### src/rtl/spi_pkg.sv
// Shared SPI definitions: FSM state encoding, clock mode constants and default word width.
// Used by both the master and the slave-side blocks of the link.
package spi_pkg;

    typedef enum logic [1:0] {
        ST_IDLE  = 2'd0,
        ST_SETUP = 2'd1,
        ST_SHIFT = 2'd2,
        ST_HOLD  = 2'd3
    } spi_state_e;

    localparam logic CPOL = 1'b0;
    localparam logic CPHA = 1'b1;
    localparam int   DEFAULT_DATA_W = 8;

endpackage

### src/rtl/spi_master_if.sv
// Host handshake and SPI pin bundle for the SPI master.
// The master modport is the view taken by spi_master; slave is the opposite end.
interface spi_master_if #(
    parameter int DATA_W = 8
);
    logic              start;
    logic [DATA_W-1:0] tx_data;
    logic [DATA_W-1:0] rx_data;
    logic              busy;
    logic              done;
    logic              sclk;
    logic              cs;
    logic              mosi;
    logic              miso;

    modport master (
        input  start, tx_data, miso,
        output rx_data, busy, done, sclk, cs, mosi
    );

    modport slave (
        output start, tx_data, miso,
        input  rx_data, busy, done, sclk, cs, mosi
    );
endinterface

### src/rtl/spi_sclk_gen.sv
// SPI clock generator: half-period counter producing the sclk level and one-cycle
// rise/fall strobes that coincide with the clk edge on which sclk toggles.
module spi_sclk_gen
    import spi_pkg::*;
#(
    parameter int CLK_DIV = 2
) (
    input  logic clk,
    input  logic reset,
    input  logic en,
    output logic sclk,
    output logic rise,
    output logic fall
);
    localparam int CW = $clog2(CLK_DIV) + 1;

    logic [CW-1:0] cnt_q, cnt_d;
    logic          sclk_q, sclk_d;
    logic          tick;

    always_comb begin
        tick   = en && (cnt_q == CW'(CLK_DIV - 1));
        cnt_d  = cnt_q;
        sclk_d = sclk_q;
        if (!en) begin
            // Leaving SHIFT parks sclk at its idle level and restarts the half-period.
            cnt_d  = '0;
            sclk_d = CPOL;
        end else if (tick) begin
            cnt_d  = '0;
            sclk_d = ~sclk_q;
        end else begin
            cnt_d = cnt_q + CW'(1);
        end
    end

    always_ff @(posedge clk or negedge reset) begin
        if (!reset) begin
            cnt_q  <= '0;
            sclk_q <= CPOL;
        end else begin
            cnt_q  <= cnt_d;
            sclk_q <= sclk_d;
        end
    end

    assign sclk = sclk_q;
    assign rise = tick && (sclk_q == CPOL);
    assign fall = tick && (sclk_q != CPOL);
endmodule

### src/rtl/spi_master.sv
// SPI master (CPOL=0, CPHA=1, LSB first): one full-duplex DATA_W-bit transfer per accepted start,
// framed by CLK_DIV cycles of cs setup and cs hold around the shifting phase.
module spi_master
    import spi_pkg::*;
#(
    parameter int DATA_W  = DEFAULT_DATA_W,
    parameter int CLK_DIV = 2
) (
    input  logic            clk,
    input  logic            reset,
    spi_master_if.master    bus
);
    localparam int CW = $clog2(CLK_DIV) + 1;
    localparam int EW = $clog2(2 * DATA_W);
    localparam logic [EW-1:0] LAST_EDGE = EW'(2 * DATA_W - 1);
    localparam logic [CW-1:0] LAST_WAIT = CW'(CLK_DIV - 1);

    spi_state_e        state_q, state_d;
    logic [DATA_W-1:0] shift_q, shift_d;
    logic [DATA_W-1:0] rx_data_q, rx_data_d;
    logic [EW-1:0]     edge_q, edge_d;
    logic [CW-1:0]     wait_q, wait_d;
    logic              cs_q, cs_d;
    logic              mosi_q, mosi_d;
    logic              busy_q, busy_d;
    logic              done_q, done_d;

    logic sclk, rise, fall;
    logic launch, sample, accept;

    spi_sclk_gen #(
        .CLK_DIV (CLK_DIV)
    ) u_sclk_gen (
        .clk   (clk),
        .reset (reset),
        .en    (state_q == ST_SHIFT),
        .sclk  (sclk),
        .rise  (rise),
        .fall  (fall)
    );

    // With CPHA=1 data is launched on the leading sclk edge and sampled on the trailing one.
    assign launch = CPHA ? rise : fall;
    assign sample = CPHA ? fall : rise;
    assign accept = (state_q == ST_IDLE) && bus.start;

    always_comb begin
        state_d   = state_q;
        shift_d   = shift_q;
        rx_data_d = rx_data_q;
        edge_d    = edge_q;
        wait_d    = wait_q;
        cs_d      = cs_q;
        mosi_d    = mosi_q;
        done_d    = 1'b0;
        busy_d    = (state_q != ST_IDLE) || accept;

        case (state_q)
            ST_IDLE: begin
                if (accept) begin
                    shift_d = bus.tx_data;
                    cs_d    = 1'b0;
                    wait_d  = '0;
                    edge_d  = '0;
                    state_d = ST_SETUP;
                end
            end
            ST_SETUP: begin
                if (wait_q == LAST_WAIT) begin
                    wait_d  = '0;
                    state_d = ST_SHIFT;
                end else begin
                    wait_d = wait_q + CW'(1);
                end
            end
            ST_SHIFT: begin
                if (launch) begin
                    mosi_d = shift_q[0];
                end
                if (sample) begin
                    shift_d = {bus.miso, shift_q[DATA_W-1:1]};
                end
                if (launch || sample) begin
                    if (edge_q == LAST_EDGE) begin
                        edge_d  = '0;
                        state_d = ST_HOLD;
                    end else begin
                        edge_d = edge_q + EW'(1);
                    end
                end
            end
            ST_HOLD: begin
                if (wait_q == LAST_WAIT) begin
                    wait_d    = '0;
                    cs_d      = 1'b1;
                    done_d    = 1'b1;
                    rx_data_d = shift_q;
                    mosi_d    = 1'b0;
                    state_d   = ST_IDLE;
                end else begin
                    wait_d = wait_q + CW'(1);
                end
            end
            default: state_d = ST_IDLE;
        endcase
    end

    // Reset clears everything so an aborted transfer leaves no partial word behind.
    always_ff @(posedge clk or negedge reset) begin
        if (!reset) begin
            state_q   <= ST_IDLE;
            shift_q   <= '0;
            rx_data_q <= '0;
            edge_q    <= '0;
            wait_q    <= '0;
            cs_q      <= 1'b1;
            mosi_q    <= 1'b0;
            busy_q    <= 1'b0;
            done_q    <= 1'b0;
        end else begin
            state_q   <= state_d;
            shift_q   <= shift_d;
            rx_data_q <= rx_data_d;
            edge_q    <= edge_d;
            wait_q    <= wait_d;
            cs_q      <= cs_d;
            mosi_q    <= mosi_d;
            busy_q    <= busy_d;
            done_q    <= done_d;
        end
    end

    assign bus.sclk    = sclk;
    assign bus.cs      = cs_q;
    assign bus.mosi    = mosi_q;
    assign bus.busy    = busy_q;
    assign bus.done    = done_q;
    assign bus.rx_data = rx_data_q;
endmodule

### src/flat_wrapper.sv
// flat-port wrapper written by rule: the top's interface ports become plain ports
module spi_master_flat import spi_pkg::*;
#(
    parameter int DATA_W  = DEFAULT_DATA_W,
    parameter int CLK_DIV = 2
)
  (clk, reset, bus_start, bus_tx_data, bus_miso, bus_rx_data, bus_busy, bus_done, bus_sclk, bus_cs, bus_mosi);
  spi_master_if #(.DATA_W(DATA_W)) bus_i ();
  input  logic clk;
  input  logic reset;
  input wire logic [$bits(bus_i.start)-1:0] bus_start;
  input wire logic [$bits(bus_i.tx_data)-1:0] bus_tx_data;
  input wire logic [$bits(bus_i.miso)-1:0] bus_miso;
  output wire logic [$bits(bus_i.rx_data)-1:0] bus_rx_data;
  output wire logic [$bits(bus_i.busy)-1:0] bus_busy;
  output wire logic [$bits(bus_i.done)-1:0] bus_done;
  output wire logic [$bits(bus_i.sclk)-1:0] bus_sclk;
  output wire logic [$bits(bus_i.cs)-1:0] bus_cs;
  output wire logic [$bits(bus_i.mosi)-1:0] bus_mosi;
  assign bus_i.start = bus_start;
  assign bus_i.tx_data = bus_tx_data;
  assign bus_i.miso = bus_miso;
  assign bus_rx_data = bus_i.rx_data;
  assign bus_busy = bus_i.busy;
  assign bus_done = bus_i.done;
  assign bus_sclk = bus_i.sclk;
  assign bus_cs = bus_i.cs;
  assign bus_mosi = bus_i.mosi;
  spi_master #(.DATA_W(DATA_W), .CLK_DIV(CLK_DIV)) u_core (.clk(clk), .reset(reset), .bus(bus_i));
endmodule
### config.mk
export PLATFORM = sky130hd
export DESIGN_NAME = spi_master_flat
export DESIGN_NICKNAME = d
export VERILOG_FILES = /design/src/rtl/spi_pkg.sv /design/src/rtl/spi_master_if.sv /design/src/rtl/spi_sclk_gen.sv /design/src/rtl/spi_master.sv /design/src/flat_wrapper.sv
export SDC_FILE = /design/constraint.sdc
export NUM_CORES = 1
export LEC_CHECK = 0
export CORE_UTILIZATION = 45
export DETAILED_ROUTE_END_ITERATION = 10
export GPL_TIMING_DRIVEN = 0
export PLACE_DENSITY_LB_ADDON = 0.1
export SYNTH_ARGS = -nofsm -noshare
export SYNTH_HDL_FRONTEND = slang
export SYNTH_SLANG_ARGS = --single-unit
### constraint.sdc
create_clock -name clk -period 3.1 [get_ports clk]
set_clock_uncertainty 0.1 [all_clocks]
set_input_delay 0.465 -clock clk [delete_from_list [all_inputs] [get_ports clk]]
set_output_delay 0.465 -clock clk [all_outputs]
set_load 0.02 [all_outputs]
==> impl.org <==
** Timing
- Count of final hold-check violations :: 0
- Static timing analysis puts the maximum clock frequency at 476 MHz.
- Post-Route Setup TNS :: 0 ns
- Number of max-slew violations in the final report :: 0
- Slew of the pin with the lowest slew margin :: 0.674 ns
- The worst path needs 2.10 ns of the cycle, external delays included.
- Final Hold Slack :: around 0.06 ns
- Final critical-path share of the clock period :: 67.8%
- Final setup fails :: 0
- Setup repair after global routing left no endpoint under its margin.
- Slew margin rel. :: 55.1%

** Routing
- Dividing the detail-routed wire length by the instance count gives 12.4 µm.
- The final route contains about 1,100 vias.
- Once detail routing completed, the nets flagged for antenna violations numbered 0.
- Remaining DRCs :: 0
- Post-Route WL :: roughly 2700 µm
- Using the TritonRoute via totals, the vias-per-cell ratio works out to 4.97.
- The first detailed-routing pass ran for 4 iterations.
- In this run, the number of DRC markers left after iteration 0 of detailed routing was 40.

** Critical path
- STA classifies the critical path endpoint as a register.
- Critical Path RT :: 3.26 ns
- The critical path in this run is classified as register to register.
- The worst setup path is launched from a register.
- Along the worst path, the maximum fanout reaches 10.
- STA puts the critical path data arrival time at ~2.3 ns.

** Global route
- Entering global routing, the biggest net connects 32 pins.
- Global Route Usage Sum :: 19.1%
- The initial antenna violation count came to 0.
- After global routing the overflow that remains totals 0.
- Vias in the first global route :: 1,049
- The first global-routing pass estimated 4780 µm of wire.

** Clocking
- Cells resized by post-CTS repair :: 0
- For this design, the sink count on the clock tree is 31.
- Post-CTS clock slew at the launch and capture registers of the worst setup and hold paths :: 0.09 ns
- Post-cts hold buffer count :: 0
- Counting the buffers created by CTS gives 5.
- In this run the post-CTS setup repair buffer count came out at 0.
- In this run the number of H-tree levels came out at 2.
- TritonCTS clock tree :: yes
- Buffer cell driving the clock tree root :: sky130_fd_sc_hd__clkbuf_4
- For the worst-skew pair, the clock arrives at the later sink with an insertion delay of approximately 0.33 ns.
- CTS Buffer Depth :: 2

** Yosys
- Fraction of post-synthesis cell area in the top cell type by area :: 52.0%
- Biggest area contributors in the synthesized netlist :: sky130_fd_sc_hd__dfrtp_1 (52%), sky130_fd_sc_hd__nand2_1 (7.8%), sky130_fd_sc_hd__mux2i_1 (6.9%)
- Synthesis produced a netlist whose cell count is 145.
- After synthesis, the netlist uses 34 different library cells.
- Post-synthesis instance area :: between 1000 and 1500 µm²
- Sequential elements use 53.8% of the synthesized area.
- Post-synth net total :: 162
- Summed over all instances, the cell type with the most area after synthesis is sky130_fd_sc_hd__dfrtp_1.
- Yosys printed 0 warnings.
- Main synth FF type :: sky130_fd_sc_hd__dfrtp_1
- Yosys mapped a number of flops with a built-in enable equal to 0.
- Most frequent cells after synthesis :: sky130_fd_sc_hd__dfrtp_1 (30), sky130_fd_sc_hd__nand2_1 (30), sky130_fd_sc_hd__nor2_1 (12), sky130_fd_sc_hd__a21oi_1 (11), sky130_fd_sc_hd__mux2i_1 (10)
- In the synthesized netlist the async set-or-reset flop fraction comes to 100%.
- Averaged over all synthesized cells, the footprint is 9.96 µm².
- The synthesized design contains 31 register bits.

** Floorplanning
- Area of the core :: 3050 µm²
- The die is slightly below 60 µm tall.
- Die ar. :: approximately 3400 µm²
- I/O pins :: 25
- Once the floorplan was initialized, standard cells occupied 47.3% of the core.
- In this run the core area contains 20 standard-cell rows.
- Die width :: between 50 and 60 µm

** Layout
- Ratio of cells with drive above 1 in the final layout :: 8.52%
- The final layout contains 193 nets.
- Diode insertion count for antenna repair :: 0
- Compared with the post-synthesis result, the final layout area differs by 24.0%.
- Cell Count, Final, Fillers Out :: 220

** Placed design
- DP Wirelength :: around 1900 µm
- # port buffers :: 24
- Number of placed instances, taps included :: 213
- Routability-driven placement finished with a final weighted congestion of slightly below 0.8.

** Power and ir drop
- Total power for the finished layout comes to 1.87 mW.
- For this design the static power due to leakage is 0.816 nW.
- Pwr Density :: 1040 nW/µm²
- Max IR drop VDD :: 0.539 mV

** Hold path
- The worst hold path belongs to the class primary input to async pin.

** Run
- Across the run, the number of max-cap violations was 0.

** Run status
- Result of the run :: finished clean
==> where the power goes <==
group | switching, mW | internal, mW | leakage, nW
clock network | 0.133 | 0.105 | 0.0341
registers | 0.116 | 0.576 | 0.374
logic | 0.526 | 0.413 | 0.408
total | 0.774 | 1.09 | 0.816
==> sequential cells by signal (all words and copies together) (netlist names), 2 cells and up <==
signal,cells
u_core.bus.rx_data,8
u_core.wait_q,2
u_core.edge_q,4
u_core.u_sclk_gen.cnt_q,2
u_core.state_q,2
u_core.shift_q,8
==> layer usage <==
layer | track usage, % | vias to the layer above | routed length, µm
li1 | - | 546 | -
met1 | 25.0 | 523 | 1340
met2 | 29.7 | 21 | 1260
met3 | 6.81 | 4 | 105
met4 | 6.12 | 0 | 29
met5 | 0 | - | 0
==> worst max-delay path: stages (launching register included) <==
cell and delay (ns):
sky130_fd_sc_hd__dfrtp_1 0.41, sky130_fd_sc_hd__inv_1 0.11, sky130_fd_sc_hd__ha_1 0.31, sky130_fd_sc_hd__nor2_1 0.15
sky130_fd_sc_hd__a211oi_2 0.47, sky130_fd_sc_hd__buf_2 0.31, sky130_fd_sc_hd__nor2_1 0.06, sky130_fd_sc_hd__a21oi_1 0.11
==> cell usage in the layout (no fill, tap or decap), drive strengths merged <==
cell,synthesis,routed
a21o,1,1
o21ai,3,3
and2,2,2
a211o,1,1
a211oi,2,2
a22oi,1,1
nor2b,1,1
nand2b,2,2
ha,5,5
nor3b,2,2
inv,5,5
and4b,1,1
a21oi,11,11
and2b,2,2
or4,1,1
or2,1,1
nand3,4,4
nand3b,1,1
clkinv,0,1
nor2,12,12
xnor2,2,2
o31a,1,1
nand4,1,1
mux2i,10,10
clkdlybuf4s50,0,23
nor3,5,5
mux2,1,1
dfrtp,30,30
o2bb2ai,1,1
dfstp,1,1
buf,2,3
clkbuf,3,9
nand2,30,30
==> path summary, 6_finish.rpt <==
check,from,endpoint,slack [ns],depth (start not counted)
max,u_core.state_q[0],u_core.shift_q[7],1.0,7
min reg2reg,u_core.u_sclk_gen.cnt_q[0],u_core.u_sclk_gen.cnt_q[0],0.37,1
min,reset,u_core.wait_q[1],0.06,1
max in group asynchronous,reset,u_core.state_q[1],2.40,1
max reg2reg,u_core.state_q[0],u_core.shift_q[7],1.0,7
min in group clk,u_core.u_sclk_gen.cnt_q[0],u_core.u_sclk_gen.cnt_q[0],0.37,1
==> cell type report <==
| class | count | area [µm²] |
|---|---|---|
| Multi-Input combinational cell | 104 | 627 |
| Sequential cell | 31 | 777 |
| Fill cell | 281 | 1260 |
| Timing Repair Buffer | 24 | 235 |
| Clock inverter | 1 | 5.00 |
| Clock buffer | 6 | 51.3 |
| Buffer | 5 | 21.3 |
| Tap cell | 44 | 55.1 |
| Inverter | 5 | 18.8 |
==> per-stage QoR <==
stage / worst slack (ns) / utilization [%] / cell area [µm²]
CTS: 0.986 / 58.8 / 1800
global route: 0.793 / 58.6 / 1790
detailed placement: 0.785 / 57.0 / 1740
finish: 0.998 / 58.6 / 1790
global placement: 0.789 / 57.0 / 1740
floorplan: 1.19 / - / 1440
==> logic make-up (layout without fill, tap and decap cells) <==
kind of cell | Yosys count | in the layout | share of synthesized area (%)
AO/OA/AOI/OAI | 21 | 21 | 9.10
adder cells (fa/ha/maj) | 5 | 5 | 4.33
buffers and inverters | 10 | 41 | 2.77
AND/OR/NAND/NOR | 65 | 65 | 21.1
flip-flops | 31 | 31 | 53.8
multiplexers | 11 | 11 | 7.71
XOR/XNOR | 2 | 2 | 1.21
(Power assumes the default switching activity.)
